<file path="config.mk">
export PLATFORM = sky130hd
export DESIGN_NAME = alu_multicycle
export DESIGN_NICKNAME = d
export VERILOG_FILES = /design/src/rtl/alu_pkg.sv /design/src/rtl/alu_shift_iter.sv /design/src/rtl/alu_multicycle.sv
export SDC_FILE = /design/constraint.sdc
export NUM_CORES = 1
export LEC_CHECK = 0
export CAP_MARGIN = 20
export CORE_MARGIN = 2
export CORE_UTILIZATION = 30
export CTS_BUF_LIST = sky130_fd_sc_hd__clkbuf_4 sky130_fd_sc_hd__clkbuf_8 sky130_fd_sc_hd__clkbuf_16
export CTS_CLUSTER_SIZE = 12
export DETAILED_ROUTE_END_ITERATION = 8
export DONT_BUFFER_PORTS = 1
export PLACE_DENSITY = 0.44
export SYNTH_ARGS = -nofsm -noshare
export SYNTH_HDL_FRONTEND = slang
export SYNTH_SLANG_ARGS = --single-unit
</file>
<file path="constraint.sdc">
create_clock -name clk -period 6.02 [get_ports clk]
set_input_delay 1.204 -clock clk [delete_from_list [all_inputs] [get_ports clk]]
set_output_delay 1.204 -clock clk [all_outputs]
set_load 0.05 [all_outputs]
</file>
<file path="src/rtl/alu_pkg.sv">
// rtl/alu_pkg.sv - op-code constants, FSM state type and decode helpers for the multicycle ALU
package alu_pkg;

  localparam logic [3:0] OP_AND = 4'd0;
  localparam logic [3:0] OP_OR  = 4'd1;
  localparam logic [3:0] OP_ADD = 4'd2;
  localparam logic [3:0] OP_SLL = 4'd3;
  localparam logic [3:0] OP_SRL = 4'd4;
  localparam logic [3:0] OP_SUB = 4'd6;
  localparam logic [3:0] OP_SLT = 4'd7;

  typedef enum logic [1:0] {
    ST_IDLE  = 2'd0,
    ST_SHIFT = 2'd1,
    ST_DONE  = 2'd2
  } alu_state_t;

  function automatic logic is_shift_op(input logic [3:0] op);
    return (op == OP_SLL) || (op == OP_SRL);
  endfunction

endpackage

</file>
<file path="src/rtl/alu_shift_iter.sv">
// rtl/alu_shift_iter.sv - iterative one-bit-per-cycle shifter with down-counter
module alu_shift_iter
  import alu_pkg::*;
#(
  parameter int DATA_W  = 64,
  parameter int SHAMT_W = 6
) (
  input  logic               clk,
  input  logic               rst_n,
  input  logic               start,
  input  logic               left,
  input  logic [DATA_W-1:0]  data,
  input  logic [SHAMT_W-1:0] amount,
  output logic               done,
  output logic [DATA_W-1:0]  result
);

  logic [DATA_W-1:0]  shreg;
  logic [SHAMT_W-1:0] cnt;
  logic               dir_left;
  logic [DATA_W-1:0]  shreg_next;

  assign shreg_next = dir_left ? (shreg << 1) : (shreg >> 1);

  // done flags the step that retires the last bit, so the caller can
  // capture result on the same edge the counter reaches zero
  assign done   = (cnt == SHAMT_W'(1));
  assign result = shreg_next;

  always_ff @(posedge clk) begin
    if (!rst_n) begin
      shreg    <= '0;
      cnt      <= '0;
      dir_left <= 1'b0;
    end else if (start) begin
      shreg    <= data;
      cnt      <= amount;
      dir_left <= left;
    end else if (cnt != '0) begin
      shreg <= shreg_next;
      cnt   <= cnt - SHAMT_W'(1);
    end
  end

endmodule

</file>
<file path="src/rtl/alu_multicycle.sv">
// rtl/alu_multicycle.sv - ready/valid ALU with single-cycle logic/arith ops and iterative shifts
module alu_multicycle
  import alu_pkg::*;
#(
  parameter int DATA_W  = 64,
  parameter int SHAMT_W = 6
) (
  input  logic              clk,
  input  logic              rst_n,
  input  logic              in_valid,
  output logic              in_ready,
  input  logic [3:0]        alu_control,
  input  logic [DATA_W-1:0] alu_operand_1,
  input  logic [DATA_W-1:0] alu_operand_2,
  output logic              out_valid,
  input  logic              out_ready,
  output logic [DATA_W-1:0] alu_out,
  output logic              zero_flag,
  output logic              illegal_op
);

  alu_state_t         state;
  logic               accept;
  logic               start_shift;
  logic [SHAMT_W-1:0] shamt;
  logic [DATA_W-1:0]  comb_res;
  logic               comb_illegal;
  logic               shift_done;
  logic [DATA_W-1:0]  shift_res;

  assign in_ready    = rst_n && (state == ST_IDLE);
  assign accept      = in_valid && in_ready;
  assign shamt       = alu_operand_2[SHAMT_W-1:0];
  assign start_shift = accept && is_shift_op(alu_control) && (shamt != '0);

  // Result for everything that completes on the acceptance edge; a shift
  // by zero simply passes operand 1 through
  always_comb begin
    comb_res     = '0;
    comb_illegal = 1'b0;
    case (alu_control)
      OP_AND:  comb_res = alu_operand_1 & alu_operand_2;
      OP_OR:   comb_res = alu_operand_1 | alu_operand_2;
      OP_ADD:  comb_res = alu_operand_1 + alu_operand_2;
      OP_SUB:  comb_res = alu_operand_1 - alu_operand_2;
      OP_SLT:  comb_res = {{(DATA_W-1){1'b0}},
                           ($signed(alu_operand_1) < $signed(alu_operand_2))};
      OP_SLL,
      OP_SRL:  comb_res = alu_operand_1;
      default: comb_illegal = 1'b1;
    endcase
  end

  alu_shift_iter #(
    .DATA_W  (DATA_W),
    .SHAMT_W (SHAMT_W)
  ) u_shift (
    .clk    (clk),
    .rst_n  (rst_n),
    .start  (start_shift),
    .left   (alu_control == OP_SLL),
    .data   (alu_operand_1),
    .amount (shamt),
    .done   (shift_done),
    .result (shift_res)
  );

  always_ff @(posedge clk) begin
    if (!rst_n) begin
      state      <= ST_IDLE;
      alu_out    <= '0;
      zero_flag  <= 1'b0;
      illegal_op <= 1'b0;
      out_valid  <= 1'b0;
    end else begin
      case (state)
        ST_IDLE: begin
          if (start_shift) begin
            state <= ST_SHIFT;
          end else if (accept) begin
            state      <= ST_DONE;
            alu_out    <= comb_res;
            zero_flag  <= (comb_res == '0);
            illegal_op <= comb_illegal;
            out_valid  <= 1'b1;
          end
        end
        ST_SHIFT: begin
          if (shift_done) begin
            state      <= ST_DONE;
            alu_out    <= shift_res;
            zero_flag  <= (shift_res == '0);
            illegal_op <= 1'b0;
            out_valid  <= 1'b1;
          end
        end
        ST_DONE: begin
          if (out_ready) begin
            state     <= ST_IDLE;
            out_valid <= 1'b0;
          end
        end
        default: begin
          state     <= ST_IDLE;
          out_valid <= 1'b0;
        end
      endcase
    end
  end

endmodule
</file>
# == Yosys cells after proc, flatten, opt, wreduce, memory -nomap -nowiden ==
# Cells that the tools add are included.
# W data, S select, Z words.
# word_totals
wordCells,75
regBits,140
out_inout_bits,68
# op_classes
n_mux,29
n_reduce_logical,18
add_sub_neg,3
n_eq_ne,14
order_cmp,1
bitwise,2
# ops
operator,n
$mux W64,6
$pmux W64 S6,1
$logic_not A64 Y1,2
$pmux W64 S2,1
$add A64 B64 Y64,1
$and A64 B64 Y64,1
$lt A64 B64 Y1,1
$or A64 B64 Y64,1
$sub A64 B64 Y64,1
$eq A4 B3 Y1 const B,3
$mux W6,2
$reduce_bool A6 Y1,2
$mux W1,11
$eq A4 B2 Y1 const B,2
$mux W2,4
$ne A2 B2 Y1 const B,4
$reduce_and A4 Y1,2
$reduce_or A7 Y1,1
$eq A6 B1 Y1 const B,1
$pmux W2 S3,1
$sub A6 B1 Y6 const B,1
$eq A4 B1 Y1 const B,1
$logic_and A1 B1 Y1,4
$logic_not A4 Y1,1
10 further kinds,12

# == Depth between registers and ports, before layout ==
# logic_depth
depth_word,7
mapped_depth,16

# == Modules after synthesis ==
# A second synthesis with hierarchy kept.
# hier_totals
cells_unflattened,2860
area_unflattened_um2,20049.2
# by_module_without_submodules
module,area_per_inst_um2,cells_each,n_inst
alu_multicycle,15424.8,2294,1
alu_shift_iter,4624.4,566,1

# == Worst setup path before layout ==
# No wires, ideal clock.
# synth_timing
path_type,input to register
start,input alu_operand_1[19]
end,register zero_flag
required_ns,5.924
slack_ns,1.258
cell_stages,15
t_arrival_ns,4.666
cell_sequence,inv_1 -> ha_1 -> buf_6 -> or4_1 -> a2111oi_2 -> a2111oi_2 -> a211oi_2 -> nor3_2 -> o31ai_4 -> o221a_2 -> o21ai_1 -> or4_1 -> nor4b_2 -> nand4_1 -> o41ai_2
# synth_between
elab_chain_len,6
word_cells_on_any_way,10
classes_between,add/sub (2); order compare (1); mux (4); bitwise (2); reduce/logical (1)
# synth_lines
element,line_no,source
start: declaration,alu_multicycle.sv:13,"input logic [DATA_W-1:0] alu_operand_1,"
$sub A64 B64 Y64 (tied with other cells),alu_multicycle.sv:45,OP_SUB: comb_res = alu_operand_1 - alu_operand_2;
$pmux W64 S6 (*),alu_multicycle.sv:41,case (alu_control)
$logic_not A64 Y1 (*),alu_multicycle.sv:83,zero_flag <= (comb_res == '0);
$mux W1 (*),alu_multicycle.sv:80,end else if (accept) begin
$mux W1 (*),alu_multicycle.sv:78,if (start_shift) begin
$pmux W1 S2 (*),alu_multicycle.sv:76,case (state)
end signal: assignment,alu_multicycle.sv:83,
end signal: assignment,alu_multicycle.sv:92,zero_flag <= (shift_res == '0);
end: declaration,alu_multicycle.sv:18,"output logic zero_flag,"
# Mark *: on every way between the ends. The rest lies on a longest branch, timed or not. The select of a mux whose other input is x is not followed.
# A chain may end at the register's enable or synchronous reset.

# == Final worst setup path ==
# layout_timing
start,input alu_operand_1[12]
end,register zero_flag
# The elaborated chain is that of the path after synthesis.

==> results.toml <==
[run_status]
status = "completed"

[power_and_ir_drop]
pwr-share-comb_pct = 52.8
ir_worst_vdd_uv = 240
intPower_w = 0.00291
p_seq_share_pct = 28.5
power_frac_clock_pct = 18.7
power_density_nw_per_um2 = 286
leakage_nw = 8.36
p_switching_w = 0.00306
p_sw_share_pct = 51.2

[floorplan]
core_area_um2 = 63000
start_util_pct = 30.3
die_x_um = 256
dieHeight_um = 256
ios = 204
die_area_um2 = 65700
rows = 92

[worst_setup_path]
reg2reg_from = "u_shift.cnt[5]"
required_ns = 6.40
critPathKind = "in2reg"
crit_path_end_kind = "register"
cp-start-kind = "input port"
crit_path_max_fanout = 12
startpoint = "alu_operand_1[12]"
crit_arrival_ns = 6.07

[routing]
postRouteAntennaNets = 0
wl_per_cell_um = 27.0
firstDrtPassIters = 7
drt-total-wl_um = 96300
drtIter0Drc = 2404
via_per_inst = 6.17
drc = 0
vias = 22000

[yosys]
syn_nets = 3130
ys_seq_area_share_pct = 14.7
synth-seq-cells = 140
synth_area_per_cell_um2 = 6.87
syn_area_um2 = 19100
yosysWarnings = 0
synth_cells = 2778
synth-edff-count = 0
synth_cell_types = 89
synth_async_sr_flop_share_pct = 0
dominantRegCellSynth = "dfxtp_1"

[clock_network]
cts.sinks = 140
clock_latency_ns = 0.47
clockRootBuffer = "clkbuf_16"
cts_resized = 0
cts_tree = "yes"
htreeDepth = 4
post_cts.repair.setup_buffers = 0
clk_pin_slew_worst_paths_ns = 0.07
cts_buffer_depth = 2
hold_buffers = 0
cts_buffers = 17

[sta]
rsz0062_at_grt = "no"
skew_ns = 0.0131
fin_crit_ns = 5.69
setup_viol = 0
timing.hold.ws_ns = 0.501
fmax_mhz = 176
period_share_pct = 94.5
worstMarginPinSlew_ns = 1.03
slew_violations = 0
hold_viol_final = 0
slew_headroom_pct = 31.2

[finish]
drive_above_1_share_pct = 7.67
diodes = 0
ff_latch_area_um2 = 2810
fillCellCount = 6937
fin_nets = 3064
synthToLayoutAreaGrowth_pct = 9.36
design_area_um2 = 20900
multi_input_area_um2 = 14800

[worst_hold_path]
hold_path_class = "reg2reg"
hold_path.startpoint = "u_shift.shreg[63]"

[global_route]
track_usage_pct = 28.2
grt_pass1_vias = 20500
grt_max_degree = 85
grt-ovfl-total = 0
antenna_found_initial = 0
grt_pass1_wl_um = 142000

[placement]
io_buffers = 0
place_congestion = 0.962
dpl_cell_area_um2 = 20300
dp_hpwl_um = 76200

[run]
cap_violations = 0
registers in the layout, indices dropped and copies added, names as in the netlist:
signal	count
out_valid	1
alu_out	64
u_shift.shreg	64
u_shift.dir_left	1
u_shift.cnt	6
state	2
illegal_op	1
zero_flag	1
routing by layer:
metal	global-route usage [%]	vias to the layer above	part of all wire [%]
li1	-	10100	-
met1	39.0	10900	45
met2	45.7	954	46
met3	3.79	100	6.8
met4	7.54	0	2.5
met5	0	-	0
worst paths after layout:
check / endpoint / slack, ns / cells past startpoint
setup / recovery: zero_flag / 0.33 / 17
hold / removal: u_shift.shreg[63] / 0.50 / 2
setup reg to reg: zero_flag / 1.47 / 13
hold reg to reg: u_shift.shreg[63] / 0.50 / 2
cell usage in the layout, fill, tap and decap left out, drive strengths merged, types with 28 or more instances in the layout:
cell / Yosys / layout
nand2: 335 / 335
a21oi: 322 / 322
inv: 218 / 225
ha: 214 / 214
nor2: 214 / 214
dfxtp: 140 / 140
o21ai: 135 / 135
o211ai: 116 / 116
buf: 31 / 110
mux2i: 71 / 71
a221oi: 71 / 71
nand3: 65 / 65
nor3: 64 / 64
nand4: 57 / 57
a211oi: 51 / 51
nor4: 41 / 41
o31ai: 32 / 32
o21bai: 28 / 28
kinds of logic (layout without fill, tap and decap cells):
family	Yosys count	count (layout)	synth area share, %
AOI/OAI and AO/OA	998	998	35.4
xor gates and xnor gates	16	16	0.734
adders and majority gates	216	216	14.2
buffers and inverters	413	360	8.28
DFF	140	140	14.7
muxes	73	73	3.84
and+or+nand+nor	922	922	22.8
stage by stage:
stage	setup WS [ns]	setup TNS (ns)	util (%)	power, W	instances
after floorplan	1.26	0	-	0.00379	2778
after global placement	-0.161	-0.161	32.2	0.00476	3539
after detailed placement	-0.224	-0.224	32.2	0.00478	3539
after CTS	0.258	0	33.2	0.00592	3571
after global routing	0.0545	0	33.2	0.00635	3571
final	0.328	0	33.2	0.00597	3571
power by group through the flow:
stage / Clock, W / Combinational (W) / Sequential (W)
after global placement: 0 / 0.00306 / 0.00170
final: 0.00112 / 0.00315 / 0.00170
after CTS: 0.00114 / 0.00309 / 0.00169
after detailed placement: 0 / 0.00307 / 0.00171
after global routing: 0.00116 / 0.00345 / 0.00173
after floorplan: 0 / 0.00218 / 0.00161
cell usage after synthesis (65+ instances only):
| cell type | number | area (um2) |
|---|---|---|
| a21oi_1 | 321 | 1610 |
| a221oi_1 | 70 | 613 |
| clkbuf_1 | 164 | 616 |
| dfxtp_1 | 140 | 2800 |
| ha_1 | 214 | 2680 |
| inv_1 | 217 | 815 |
| mux2i_1 | 71 | 711 |
| nand2_1 | 335 | 1260 |
| nand3_1 | 65 | 325 |
| nor2_1 | 214 | 803 |
| o211ai_1 | 116 | 871 |
| o21ai_0 | 130 | 651 |
layout make-up:
cell class	instances	share of cell area, %
Tap cell	846	5.07
Sequential cell	140	13.5
Clock buffer	18	2.10
Timing Repair Buffer	110	3.95
Inverter	218	3.93
Clock inverter	14	0.731
Multi-Input combinational cell	2225	70.8
critical path, cell delays in order:
cell and delay [ns]:
inv_1 0.02, ha_1 0.46, or4_4 0.67, nand4b_1 0.20, a211oi_1 0.45, buf_4 0.23
o21bai_1 0.12, o21ai_1 0.47, xnor2_1 0.18, o21ai_0 0.13, a211oi_1 0.29, buf_4 0.16
nand4_1 0.13, nor4_1 0.54, and4_1 0.28, nand4_1 0.18, o41ai_2 0.34
(Power assumes the default switching activity.)
